==> src/rtl/decoder_scan_if.sv <==
// Control and decode bus for decoder_scan: the control inputs are driven by the master,
// and the registered decode results are driven back by the slave.
interface decoder_scan_if #(
    parameter int N       = 2,
    parameter int DWELL_W = 4
);
    logic                 en;
    logic                 mode;
    logic [N-1:0]         sel;
    logic [DWELL_W-1:0]   dwell;
    logic [(1<<N)-1:0]    out;
    logic [N-1:0]         idx;
    logic                 wrap;

    modport master (
        output en, mode, sel, dwell,
        input  out, idx, wrap
    );

    modport slave (
        input  en, mode, sel, dwell,
        output out, idx, wrap
    );
endinterface

==> src/rtl/decoder_scan.sv <==
// Purpose: one-hot decoder with direct-select and auto-scan (dwell-timed) modes.
// Latency: every output is registered, one cycle after the inputs are sampled.
// Backpressure: none; en=0 blanks out and freezes the scan position.
module decoder_scan #(
    parameter int N       = 2,
    parameter int DWELL_W = 4
) (
    input  logic           clk,
    input  logic           rst,
    decoder_scan_if.slave  bus
);
    localparam int W = 1 << N;

    typedef enum logic {
        ST_FRESH,
        ST_RUN
    } state_t;

    state_t               state_q, state_d;
    logic [N-1:0]         idx_q, idx_d;
    logic [DWELL_W-1:0]   cnt_q, cnt_d;
    logic [W-1:0]         out_q, out_d;
    logic                 wrap_q, wrap_d;

    always_ff @(posedge clk) begin
        if (rst) begin
            state_q <= ST_FRESH;
            idx_q   <= '0;
            cnt_q   <= '0;
            out_q   <= '0;
            wrap_q  <= 1'b0;
        end else begin
            state_q <= state_d;
            idx_q   <= idx_d;
            cnt_q   <= cnt_d;
            out_q   <= out_d;
            wrap_q  <= wrap_d;
        end
    end

    // ST_FRESH: nothing has been shown since reset, so the first enabled scan
    // edge presents idx 0 without consuming any of its dwell period.
    always_comb begin
        state_d = state_q;
        idx_d   = idx_q;
        cnt_d   = cnt_q;
        out_d   = '0;
        wrap_d  = 1'b0;
        if (bus.en) begin
            if (!bus.mode) begin
                idx_d   = bus.sel;
                cnt_d   = '0;
                state_d = ST_RUN;
            end else if (state_q == ST_FRESH) begin
                cnt_d   = '0;
                state_d = ST_RUN;
            end else if (cnt_q >= bus.dwell) begin
                idx_d   = idx_q + N'(1);
                cnt_d   = '0;
                wrap_d  = (idx_q == {N{1'b1}});
            end else begin
                cnt_d   = cnt_q + DWELL_W'(1);
            end
            out_d[idx_d] = 1'b1;
        end
    end

    assign bus.out  = out_q;
    assign bus.idx  = idx_q;
    assign bus.wrap = wrap_q;
endmodule

==> src/flat_wrapper.sv <==
// flat-port wrapper written by rule: the top's interface ports become plain ports
module decoder_scan_flat 
#(
    parameter int N       = 2,
    parameter int DWELL_W = 4
)
  (clk, rst, bus_en, bus_mode, bus_sel, bus_dwell, bus_out, bus_idx, bus_wrap);
  decoder_scan_if #(.N(N), .DWELL_W(DWELL_W)) bus_i ();
  input  logic clk;
  input  logic rst;
  input wire logic [$bits(bus_i.en)-1:0] bus_en;
  input wire logic [$bits(bus_i.mode)-1:0] bus_mode;
  input wire logic [$bits(bus_i.sel)-1:0] bus_sel;
  input wire logic [$bits(bus_i.dwell)-1:0] bus_dwell;
  output wire logic [$bits(bus_i.out)-1:0] bus_out;
  output wire logic [$bits(bus_i.idx)-1:0] bus_idx;
  output wire logic [$bits(bus_i.wrap)-1:0] bus_wrap;
  assign bus_i.en = bus_en;
  assign bus_i.mode = bus_mode;
  assign bus_i.sel = bus_sel;
  assign bus_i.dwell = bus_dwell;
  assign bus_out = bus_i.out;
  assign bus_idx = bus_i.idx;
  assign bus_wrap = bus_i.wrap;
  decoder_scan #(.N(N), .DWELL_W(DWELL_W)) u_core (.clk(clk), .rst(rst), .bus(bus_i));
endmodule
==> config.mk <==
export PLATFORM = sky130hd
export DESIGN_NAME = decoder_scan_flat
export DESIGN_NICKNAME = d
export VERILOG_FILES = /design/src/rtl/decoder_scan_if.sv /design/src/rtl/decoder_scan.sv /design/src/flat_wrapper.sv
export SDC_FILE = /design/constraint.sdc
export NUM_CORES = 1
export LEC_CHECK = 0
export BUFFER_PORTS_ARGS = -buffer_cell sky130_fd_sc_hd__buf_4
export CAP_MARGIN = 20
export CORE_MARGIN = 4
export CORE_UTILIZATION = 40
export DETAILED_ROUTE_END_ITERATION = 12
export PLACE_DENSITY = 0.68
export SLEW_MARGIN = 20
export SYNTH_ARGS = -nofsm -noshare
export SYNTH_HDL_FRONTEND = slang
export SYNTH_SLANG_ARGS = --single-unit
==> constraint.sdc <==
create_clock -name clk -period 2.5 [get_ports clk]
set_input_delay 0.375 -clock clk [delete_from_list [all_inputs] [get_ports clk]]
set_output_delay 0.375 -clock clk [all_outputs]
set_load 0.005 [all_outputs]
Word level (Yosys, flattened, before mapping)
Index checks and enable logic that the tools add are counted.
{ "classes": {"addsub": 2, "order_cmp": 3, "eq_ne": 1, "n_mux": 9, "bitwise": 4, "reduce_logical": 3} }
{ "ops": {"columns": ["operator", "count"], "rows": [
  ["$mux 4", 3],
  ["$mux 2", 4],
  ["$reduce_or 5->1", 1],
  ["$add 4x1->4 const B", 1],
  ["$ge 4x4->1", 1],
  ["$not 1->1", 4],
  ["$lt 2x3->1 const B", 1],
  ["$add 2x1->2 const B", 1],
  ["$demux 1 s2", 1],
  ["$eq 2x2->1 const B", 1],
  ["$ge 2x1->1 const B", 1],
  ["$reduce_or 2->1", 1],
  ["$logic_and 1x1->1", 1],
  ["$mux 1", 1]
]} }
{ "totals": {"ff_bits": 12, "inputBits": 10, "word_cells": 27} }

Longest topological paths before layout
{ "logic_depth": {"ltp_word": 9, "depth_mapped": 7, "depth_no_buf": 7} }

Worst setup path before layout
OpenSTA, ideal clock, no wires.
{ "synth_path": {"kind": "in2reg", "startpoint": "input port bus_dwell[2]", "endpoint": "register u_core.idx_q[1], in the netlist u_core.bus.idx[1]", "setup_time_ps": 70, "t_arrival_ps": 1505, "required_time_ps": 2430, "path_slack_ps": 925, "path_stages": 7, "n_path_buf": 0, "path_cell_list": "inv_1 ha_1 o21ai_1 nand2b_1 nand2_1 mux2_1 a21oi_1"} }
{ "synth_between": {"elab_chain_cells": 5} }
{ "synth_rtl": {"columns": ["item", "line", "text"], "rows": [
  ["from (decl)", "flat_wrapper.sv:14", "input wire logic [$bits(bus_i.dwell)-1:0] bus_dwell;"],
  ["$ge 4x4->1", "decoder_scan.sv:57", "end else if (cnt_q >= bus.dwell) begin"],
  ["$mux 2", "decoder_scan.sv:57", null],
  ["$mux 2", "decoder_scan.sv:54", "end else if (state_q == ST_FRESH) begin"],
  ["$mux 2", "decoder_scan.sv:50", "if (!bus.mode) begin"],
  ["$mux 2", "decoder_scan.sv:49", "if (bus.en) begin"],
  ["to (signal assigned)", "decoder_scan.sv:34", "idx_q <= idx_d;"],
  ["to (decl)", "decoder_scan.sv:20", "logic [N-1:0] idx_q, idx_d;"]
]} }
Every way passes these cells. The select of a mux whose other input is x is not followed.
A chain may end at the register's enable or synchronous reset.

Worst setup path in the final report
{ "layout_path": {"startpoint": "register u_core.cnt_q[0]", "endpoint": "register u_core.out_q[1], in the netlist u_core.bus.out[1]"} }
{ "layout_between": {"elab_chain_cells": 9} }
{ "layout_rtl": {"columns": ["item", "line", "text"], "rows": [
  ["from (decl)", "decoder_scan.sv:21", "logic [DWELL_W-1:0] cnt_q, cnt_d;"],
  ["from (signal assigned)", "decoder_scan.sv:35", "cnt_q <= cnt_d;"],
  ["$ge 4x4->1 *", "decoder_scan.sv:57", null],
  ["$mux 2 *", "decoder_scan.sv:57", null],
  ["$mux 2 *", "decoder_scan.sv:54", null],
  ["$mux 2 *", "decoder_scan.sv:50", null],
  ["$mux 2 *", "decoder_scan.sv:49", null],
  ["$lt 2x3->1 (not written as such) / $ge 2x1->1 (equally long branches)", "decoder_scan.sv:64", "out_d[idx_d] = 1'b1;"],
  ["$logic_and 1x1->1 (not written as such)", "decoder_scan.sv:64", null],
  ["$mux 1 (not written as such)", "decoder_scan.sv:64", null],
  ["$demux 1 s2 *", null, null],
  ["to (signal assigned)", "decoder_scan.sv:36", "out_q <= out_d;"],
  ["to (decl)", "decoder_scan.sv:22", "logic [W-1:0] out_q, out_d;"]
]} }
Every way passes the cells marked *; elsewhere a longest branch is shown, timed or not. The select of a mux whose other input is x is not followed.

==> impl_metrics.csv <==
group,metric,value,unit
finish,final_core_util,0.5217,
synth,synth_cell_types,35,
cts,tritoncts,"done",
power_and_ir_drop,peakVddDrop,0.0003214,V
power_and_ir_drop,power_density,440.4,mW/mm2
cts,postCtsHoldBufs,0,
power_and_ir_drop,sw_frac_of_total,0.2628,
worst_setup_path,path_class,"flop to flop",
run,drv_cap,0,
drt,vias,675,
floorplanning,core-area,0.001727,mm2
worst_setup_path,crit_arrival,1.91,ns
worst_hold_path,hold_path_class,"primary input to flop",
status,status,"completed",
synth,synthesis.nets,102,
cts,cts.sinks,12,
worst_setup_path,cp.required,2.71,ns
cts,htreeDepth,1,
worst_hold_path,worstHoldPathCells,2,
placed_design,hpwl,1141,um
worst_hold_path,worstHoldEndpoint,"u_core.cnt_q[2]",
synth,syn_area,734.5,um2
timing,rsz0062_at_grt,"false",
worst_setup_path,r2r_start,"u_core.cnt_q[0]",
placed_design,port_buffers,16,
drt,met1Wirelength,668,um
timing,hold_viol,0,
cts,cts.reportedPaths.clkPinSlew,0.07,ns
global_route,first_global_vias,623,
synth,synth_edf_count,0,
worst_setup_path,path_max_fanout,4,
global_route,gr-total-overflow,0,
floorplanning,rows,15,
timing,timing.final.crit_period,1.703,ns
global_route,grt_max_degree,16,
power_and_ir_drop,pwr-share-seq,0.518,
drt,drt-wirelength-per-cell,11.36,um
synth,ys_ff_latch,12,
floorplanning,die_h,50.85,um
cts,cts_resized,0,
global_route,grt_antenna_before_repair,0,
finish,nets,121,
synth,yosysWarnings,0,
synth,synth_cells,86,
finish,n_antenna_cell,0,
timing,setup_viol,0,
cts,post_cts_buffers,0,
worst_setup_path,rr_worst_depth,7,
synth,synth-xor-area-share,0,
synth,synth_top_family_by_area,"simple AND/OR/NAND/NOR gates",
finish,drive_gt1_frac,0.2621,
global_route,grt_pass1_wl,2573,um
cts,cts_made_buffers,3,
finish,area_growth_syn_to_layout,22.66,%
finish,num-fill-cells,181,
floorplanning,die_w,50.85,um
power_and_ir_drop,combPwrFrac,0.187,
drt,met2_wirelength,647,um
timing,fin_ws,0.7967,ns
cts,clockBufferDepth,2,
placed_design,gp_congestion,0.7637,
timing,fin_crit_sh,0.6813,
synth,yosysSeqAreaShare,0.3271,
cts,root_buffer,"clkbuf_4",
timing,tightest_slew,0.3357,ns
synth,syn_area_per_cell,8.540,um2
placed_design,place_inst,125,
synth,synth-simple-area-share,0.3390,
drt,viasPerCell,5.273,
drt,ant_nets,0,
floorplanning,ios,17,
drt,drc,0,
worst_setup_path,r2r_end,"u_core.bus.out[1]",
power_and_ir_drop,power.switching,104.3,uW
timing,skew,0.001476,ns
drt,drt_iter0_markers,15,
synth,async_flop_share,0,
power_and_ir_drop,p_int,292.5,uW
synth,synth_compound_area_frac,0.1618,
drt,routed.top_layer,"met4",
timing,tns,0,ns
global_route,grt_usage,0.1325,
synth,ys_dominant_reg_cell,"dfxtp_1",
floorplanning,die_area,0.002586,mm2
power_and_ir_drop,pwr-share-clk,0.295,
cts,clk_latency,0.27,ns
timing,drv_slew,0,
drt,first_pass_iters,4,
worst_setup_path,worstSetupStartpointType,"flop",
synth,synthMuxAreaShare,0.02896,
floorplanning,start_util,0.4254,
power_and_ir_drop,cellLeakagePower,0.0003883,uW
finish,final_cells,128,
drt,route.met3.wl,107,um
worst_hold_path,hp-start,"rst",
timing,max_clock_freq,587.1,MHz
worst_setup_path,crit_path_end_kind,"flop",
worst_setup_path,ff2ff_setup_slack,0.80,ns
timing,maxSlewHeadroom,0.7743,
placed_design,post-place-ws,0.7189,ns
drt,totalWireLength,1454,um
synth,synth_fa_ha_area_frac,0.1022,
[synth_stat cells, types with 2 or more instances]
| library cell | number | area share |
|---|---|---|
| clkbuf_1 | 2 | 0.010 |
| nor2_1 | 7 | 0.036 |
| o21ai_0 | 2 | 0.014 |
| nand3b_1 | 2 | 0.020 |
| ha_1 | 6 | 0.10 |
| a31oi_1 | 2 | 0.017 |
| inv_1 | 6 | 0.031 |
| nand2_1 | 9 | 0.046 |
| nand2b_1 | 5 | 0.043 |
| nand3_1 | 5 | 0.034 |
| a21oi_1 | 4 | 0.027 |
| and2b_4 | 2 | 0.027 |
| dfxtp_1 | 12 | 0.33 |
[routing by layer]
| metal | up-vias | global-route usage |
|---|---|---|
| li1 | 342 | - |
| met1 | 309 | 0.1604 |
| met2 | 20 | 0.2000 |
| met3 | 4 | 0.05539 |
| met4 | 0 | 0.06726 |
| met5 | - | 0 |
[power groups by stage]
stage	combinational [uW]	sequential [uW]	clock (uW)
floorplan	46.8	209	0
detailed placement	74.4	210	0
finish	74.3	205	117
global route	83.8	207	132
global placement	73.2	209	0
CTS	74.8	205	121
[state kept, by name (all words and copies together) (netlist names)]
register	flops
u_core.bus.wrap	1
u_core.bus.out	4
u_core.bus.idx	2
u_core.cnt_q	4
u_core.state_q	1
[through the flow]
step	total power, uW	hold slack [ns]	instance area (um2)
floorplan	255.5	0.4792	734.5
global placement	282.5	0.4924	878.3
detailed placement	284.0	0.5081	878.3
CTS	401.1	0.3291	900.9
global route	422.1	0.3210	900.9
finish	396.8	0.3291	900.9
[how the worst max path moves through the flow]
stage	startpoint	end	slack (ns)	cells past startpoint
detailed placement	bus_dwell[2]	u_core.bus.idx[1]	0.72	8
finish	u_core.cnt_q[0]	u_core.bus.out[1]	0.80	7
floorplan	bus_dwell[2]	u_core.bus.idx[1]	0.92	7
CTS	u_core.cnt_q[0]	u_core.bus.out[1]	0.79	7
global placement	bus_dwell[2]	u_core.bus.idx[1]	0.74	8
global route	u_core.cnt_q[0]	u_core.bus.idx[1]	0.56	7
[cell families after synthesis]
kind of cell	count (synthesis)
adders and majority gates	6
buffers and inverters	8
muxes	2
AOI/OAI and AO/OA	17
DFF	12
and+or+nand+nor	41
[cells in the final DEF, fill, tap and decap left out, types with 2 or more instances in the layout]
cell type,netlist,layout
clkbuf_4,0,3
o21ai_0,2,2
nor2_1,7,7
nand2b_1,5,5
nand3_1,5,5
a21oi_1,4,4
dfxtp_1,12,12
nand3b_1,2,2
and2b_4,2,2
a31oi_1,2,2
buf_4,0,16
nand2_1,9,9
ha_1,6,6
inv_1,6,6
[cell type report]
class | instances | area [um2] | area share
multi-input cells | 66 | 464.2 | 0.5153
flip-flops and latches | 12 | 240.2 | 0.2667
repair buffers | 16 | 120.1 | 0.1333
well taps | 25 | 31.28 | 0.03472
clock buffers | 3 | 22.52 | 0.02500
inverters | 6 | 22.52 | 0.02500
[critical path, stage by stage (launching register included)]
cell,delay [ns]
dfxtp_1,0.38
inv_1,0.09
ha_1,0.31
nor2b_4,0.05
o21a_4,0.19
nor4_1,0.32
o21ai_0,0.19
nor2_1,0.11
Note: power is estimated with default switching activity, not from simulation.
